**src/rtl/mem_arbiter.sv**
```systemverilog
// Two-port round-robin arbiter that shares one line-wide memory port between the
// instruction cache and the data cache. One transaction is in flight at a time.
// Every transaction ends with a one-cycle TURN gap so the served cache can drop its
// request before the next arbitration. A wait-cycle watchdog guards each grant.
module mem_arbiter #(
  parameter int unsigned ADDR_W  = 28,
  parameter int unsigned DATA_W  = 128,
  parameter int unsigned TIMEOUT = 1023   // must be >= 1
) (
  input  logic              clk,
  input  logic              proc_reset_n,
  // instruction cache side
  input  logic              ic_mem_read,
  input  logic              ic_mem_write,
  input  logic [ADDR_W-1:0] ic_mem_addr,
  input  logic [DATA_W-1:0] ic_mem_wdata,
  output logic [DATA_W-1:0] ic_mem_rdata,
  output logic              ic_mem_ready,
  // data cache side
  input  logic              dc_mem_read,
  input  logic              dc_mem_write,
  input  logic [ADDR_W-1:0] dc_mem_addr,
  input  logic [DATA_W-1:0] dc_mem_wdata,
  output logic [DATA_W-1:0] dc_mem_rdata,
  output logic              dc_mem_ready,
  // shared memory port
  output logic              mem_read,
  output logic              mem_write,
  output logic [ADDR_W-1:0] mem_addr,
  output logic [DATA_W-1:0] mem_wdata,
  input  logic [DATA_W-1:0] mem_rdata,
  input  logic              mem_ready,
  output logic              arb_err
);

  localparam int unsigned CntW = (TIMEOUT > 0) ? $clog2(TIMEOUT + 1) : 1;

  typedef enum logic [1:0] {StIdle, StGrantIc, StGrantDc, StTurn} state_e;

  // last_grant encoding: 1 = data cache served last, 0 = instruction cache
  state_e          state_q, state_d;
  logic            last_dc_q, last_dc_d;
  logic [CntW-1:0] cnt_q, cnt_d;
  logic            err_q, err_d;

  logic ic_pend, dc_pend, ic_both, dc_both;
  logic gnt_pend, gnt_both, timeout_hit;

  assign ic_pend = ic_mem_read | ic_mem_write;
  assign dc_pend = dc_mem_read | dc_mem_write;
  assign ic_both = ic_mem_read & ic_mem_write;
  assign dc_both = dc_mem_read & dc_mem_write;

  assign gnt_pend    = (state_q == StGrantIc) ? ic_pend : dc_pend;
  assign gnt_both    = (state_q == StGrantIc) ? ic_both : dc_both;
  // The cycle whose increment would bring the counter to TIMEOUT is the last one allowed
  assign timeout_hit = (cnt_q >= CntW'(TIMEOUT - 1));

  assign arb_err = err_q;

  // Memory port and cache responses mirror the granted requester; zero otherwise
  always_comb begin
    mem_read     = 1'b0;
    mem_write    = 1'b0;
    mem_addr     = '0;
    mem_wdata    = '0;
    ic_mem_rdata = '0;
    ic_mem_ready = 1'b0;
    dc_mem_rdata = '0;
    dc_mem_ready = 1'b0;
    if (state_q == StGrantIc) begin
      // read+write together is executed as a write
      mem_read     = ic_mem_read & ~ic_mem_write;
      mem_write    = ic_mem_write;
      mem_addr     = ic_mem_addr;
      mem_wdata    = ic_mem_wdata;
      ic_mem_rdata = mem_rdata;
      ic_mem_ready = mem_ready;
    end else if (state_q == StGrantDc) begin
      mem_read     = dc_mem_read & ~dc_mem_write;
      mem_write    = dc_mem_write;
      mem_addr     = dc_mem_addr;
      mem_wdata    = dc_mem_wdata;
      dc_mem_rdata = mem_rdata;
      dc_mem_ready = mem_ready;
    end
  end

  // Next-state: arbitration, completion, abandon and watchdog handling
  always_comb begin
    state_d   = state_q;
    last_dc_d = last_dc_q;
    cnt_d     = cnt_q;
    err_d     = err_q;
    unique case (state_q)
      StIdle: begin
        cnt_d = '0;
        if (ic_pend && (!dc_pend || last_dc_q)) begin
          state_d = StGrantIc;
        end else if (dc_pend) begin
          state_d = StGrantDc;
        end
      end
      StGrantIc, StGrantDc: begin
        cnt_d = (cnt_q == CntW'(TIMEOUT)) ? cnt_q : cnt_q + 1'b1;
        if (gnt_both) begin
          err_d = 1'b1;
        end
        if (mem_ready) begin
          state_d   = StTurn;
          last_dc_d = (state_q == StGrantDc);
        end else if (!gnt_pend || timeout_hit) begin
          // requester walked away or memory never answered
          state_d = StTurn;
          err_d   = 1'b1;
        end
      end
      StTurn: begin
        state_d = StIdle;
      end
      default: begin
        state_d = StIdle;
      end
    endcase
  end

  // State registers; reset favours the instruction cache on the first tie
  always_ff @(posedge clk or negedge proc_reset_n) begin
    if (!proc_reset_n) begin
      state_q   <= StIdle;
      last_dc_q <= 1'b1;
      cnt_q     <= '0;
      err_q     <= 1'b0;
    end else begin
      state_q   <= state_d;
      last_dc_q <= last_dc_d;
      cnt_q     <= cnt_d;
      err_q     <= err_d;
    end
  end

endmodule

```
**config.mk**
```make
export PLATFORM = sky130hd
export DESIGN_NAME = mem_arbiter
export DESIGN_NICKNAME = d
export VERILOG_FILES = /design/src/rtl/mem_arbiter.sv
export SDC_FILE = /design/constraint.sdc
export NUM_CORES = 1
export LEC_CHECK = 0
export ABC_AREA = 1
export ABC_CLOCK_PERIOD_IN_PS = 3200
export CAP_MARGIN = 20
export CORE_AREA = 2 2 338 340
export CTS_CLUSTER_SIZE = 25
export DETAILED_ROUTE_END_ITERATION = 8
export DIE_AREA = 0 0 340 342
export HOLD_SLACK_MARGIN = 0.12
export PLACE_DENSITY = 0.34
export SETUP_SLACK_MARGIN = 0.5
export SYNTH_ARGS = -nofsm -noshare
export SYNTH_HDL_FRONTEND = slang
export SYNTH_SLANG_ARGS = --single-unit
export TNS_END_PERCENT = 20
```
**constraint.sdc**
```tcl
create_clock -name clk -period 3.2 [get_ports clk]
set_input_delay 0.64 -clock clk [delete_from_list [all_inputs] [get_ports clk]]
set_output_delay 0.64 -clock clk [all_outputs]
set_load 0.03 [all_outputs]
```
==> impl_metrics.yaml <==
timing:
  slew_headroom_pct: 53.1
  post-route-min-period_ns: 2.83
  fmax_mhz: 354
  finalSetupViolations: 0
  setup_tns_ns: 0
  fin_crit_sh_pct: 88.4
  setup_ws_ns: 0.372
  rsz0062_at_grt: "yes"
  hold_violations: 0
  skew_ns: 0.00514
  worstMarginPinSlew_ns: 0.701
  slew_violations: 0
setup_path:
  cp-start-kind: "flop"
  critical_path_class: "reg -> out"
  slowest_stage: "clkdlybuf4s50_1"
  path_cells: "inv_2, ha_4, buf_16, nand2_1, nor2_1, clkdlybuf4s50_1"
  max_stage_delay_ns: 0.68
  endpoint_kind: "primary output"
  cp.arrival_ns: 2.19
  cp.required_ns: 2.56
  crit_path_max_fanout: 64
clocking:
  cts_tree: "done"
  cts_hold_buf: 0
  clock_tree.buffer_depth: 2
  tritoncts.num_buffers: 3
  htreeDepth: 1
  cts.clk_slew.worst_paths_ns: 0.05
  clock-sinks: 14
  clk_latency_ns: 0.25
  clock-root-buffer: "clkbuf_16"
power:
  pwr-share-seq_pct: 1.6
  power_density_nw_per_um2: 965
  max-vdd-ir-drop_mv: 0.275
  comb_power_share_pct: 96.9
  swShare_pct: 58.8
  total_switching_power_mw: 10.4
  p_int_mw: 7.33
  p_leak_nw: 9.42
  pwr-share-clk_pct: 1.5
cells_and_area:
  drive_gt1_share_pct: 18.6
  post-route-util_pct: 16.3
  fin_nets: 2499
  area_delta_synth_final_pct: 244
  final_area_sq_um: 18400
yosys:
  syn_inst: 1208
  synth-main-ff-cell: "dfrtp_1"
  synth_edf_count: 0
  yosys.area.top_type: "nand2_1"
  synthTopCellsByArea: "nand2_1 42%, nand3_1 16%, inv_1 10%"
  synthesis.area_sq_um: 5350
  synth_nets: 1661
  async_flop_share_pct: 100
  ys_ff_latch: 14
  yosys.area_share.simple_pct: 69.9
  yosys_warnings: 0
  yosys-top-cells-count: "602 x nand2_1, 172 x nand3_1, 148 x inv_1, 136 x nor2_1, 57 x buf_2"
  synthMuxAreaShare_pct: 0
  synth_top_area_share_pct: 42.2
  synth-compound-area-share_pct: 2.60
  syn-mean-instance-area_sq_um: 4.43
  post_synth_num_cell_types: 28
  synth_top_family_by_area: "simple AND/OR/NAND/NOR gates"
  yosys.cell_count.top_type: "nand2_1"
  synth_xor_area_share_pct: 0.491
  seq_area_frac_synth_pct: 6.57
  synthAdderAreaFrac_pct: 1.40
die:
  top_level_ports: 864
  rows: 124
  die_area_sq_um: 116000
  start_util_pct: 4.73
  dieHeight_um: 342
  die_w_um: 340
  coreArea_sq_um: 113000
status:
  outcome: "complete, no violations"
global_route:
  grt.total_usage_pct: 13.4
  grt_pass1_wl_um: 105000
  grt_max_degree: 75
  grt_overflow: 0
  antenna_found_initial: 41
  grt_pass1_vias: 10348
detailed_routing:
  vias_per_cell: 3.07
  drc: 0
  firstDrtPassIters: 5
  drt_iter0_markers: 520
  drtAntennaViolNets: 0
  vias: 10930
  detail_route.wirelength_um: 86900
  wl_per_cell_um: 24.4
min_path:
  min_path_type: "reg -> reg"
placement:
  portBuffers: 863
  dp.final_hpwl_um: 76900
  dpl-instance-area_sq_um: 17700
  place.gp.congestion: 0.849
  place_ws_ns: 0.315
run:
  maxCapViolCount: 0
## logic make-up (layout without fill, tap and decap cells)
family | Yosys count | after routing
and+or+nand+nor | 920 | 920
buffers and inverters | 246 | 1083
AOI/OAI and AO/OA | 19 | 19
DFF | 14 | 14
adders and majority gates | 6 | 6
xor gates and xnor gates | 3 | 3
other | 0 | 3
## state kept, by name, indices dropped and copies added, names as in the netlist
register and count:
cnt_q 10, arb_err 1, last_dc_q 1, state_q 2
## cell type report
type,count,area (sq um)
Timing Repair inverter,3,38.8
Inverter,150,592
Sequential cell,14,353
Multi-Input combinational cell,948,4100
Tap cell,1512,1890
Antenna cell,3,7.51
Clock buffer,4,88.8
Fill cell,12980,94700
Timing Repair Buffer,926,11400
## metal layers
metal	GRT usage [%]	vias to the layer above	share of wire, %
met5	0	-	0.13
met4	0.608	18	0.72
met3	4.07	82	8.6
met2	23.4	581	48
met1	17.0	4971	43
li1	-	5278	-
## cell usage in the layout, fill, tap and decap left out, types with 2 or more instances in the layout
master           Yosys  final
ha_4                 0      2
dlymetal6s2s_1       0     38
a21oi_1              3      3
nand3_1            172    166
xor2_1               2      2
nor2_4               2      2
diode_2              0      3
clkdlybuf4s50_1      0    487
buf_16               0      6
nand2_2              0     16
clkbuf_2             0      2
buf_8                0      3
o22ai_2              3      3
clkbuf_16            0     12
o21ai_0              6      6
inv_1              148    146
dlygate4sd2_1        0     57
o21ai_2              4      4
buf_6                0      2
dfrtp_1             13     12
nand2_4              3      5
nand3_2              0      6
inv_8                0      2
inv_2                2      2
nand2_1            602    584
nor2_1             136    135
clkdlybuf4s15_1      0     19
buf_4                6     97
ha_1                 6      4
buf_12               0    205
## stage by stage
step	hold WS, ns	instances	total power [mW]
final	0.509	3560	17.8
after global routing	0.543	3557	18.7
after CTS	0.519	3534	17.2
after detailed placement	0.500	3526	17.0
after global placement	0.504	3526	17.0
after floorplan	0.344	1208	7.32
## worst max-delay path, delay by kind of cell (launching register included)
family	cells	cell delay (ns)
flops	1	0.43
simple gates	2	0.18
fa+ha+maj	1	0.19
buf+inv	3	1.03
## power groups by stage
stage,Clock [mW],Combinational [mW],Sequential (mW)
2_1_floorplan,0,7.05,0.265
3_3_place_gp,0,16.8,0.278
3_5_place_dp,0,16.8,0.280
4_1_cts,0.278,16.7,0.278
5_1_grt,0.285,18.2,0.288
6_report,0.271,17.2,0.280
## worst paths after layout
kind | start | endpoint | slack, ns | cells after the start
max | state_q[0] | dc_mem_rdata[21] | 0.37 | 6
min | arb_err | arb_err | 0.51 | 2
max reg2reg | state_q[0] | state_q[1] | 1.34 | 12
min reg2reg | arb_err | arb_err | 0.51 | 2
max in group asynchronous | proc_reset_n | state_q[1] | 1.90 | 1
min in group asynchronous | proc_reset_n | cnt_q[8] | 0.82 | 1
## timing repair
action | in CTS | in global routing
setup endpoints to repair | 352 | 361
setup buffers | 4 | 11
cloned | 0 | 12
pin swaps | 0 | 6
gates resized for setup | 100 | 104
No activity file was read; power rests on OpenSTA's default activity.
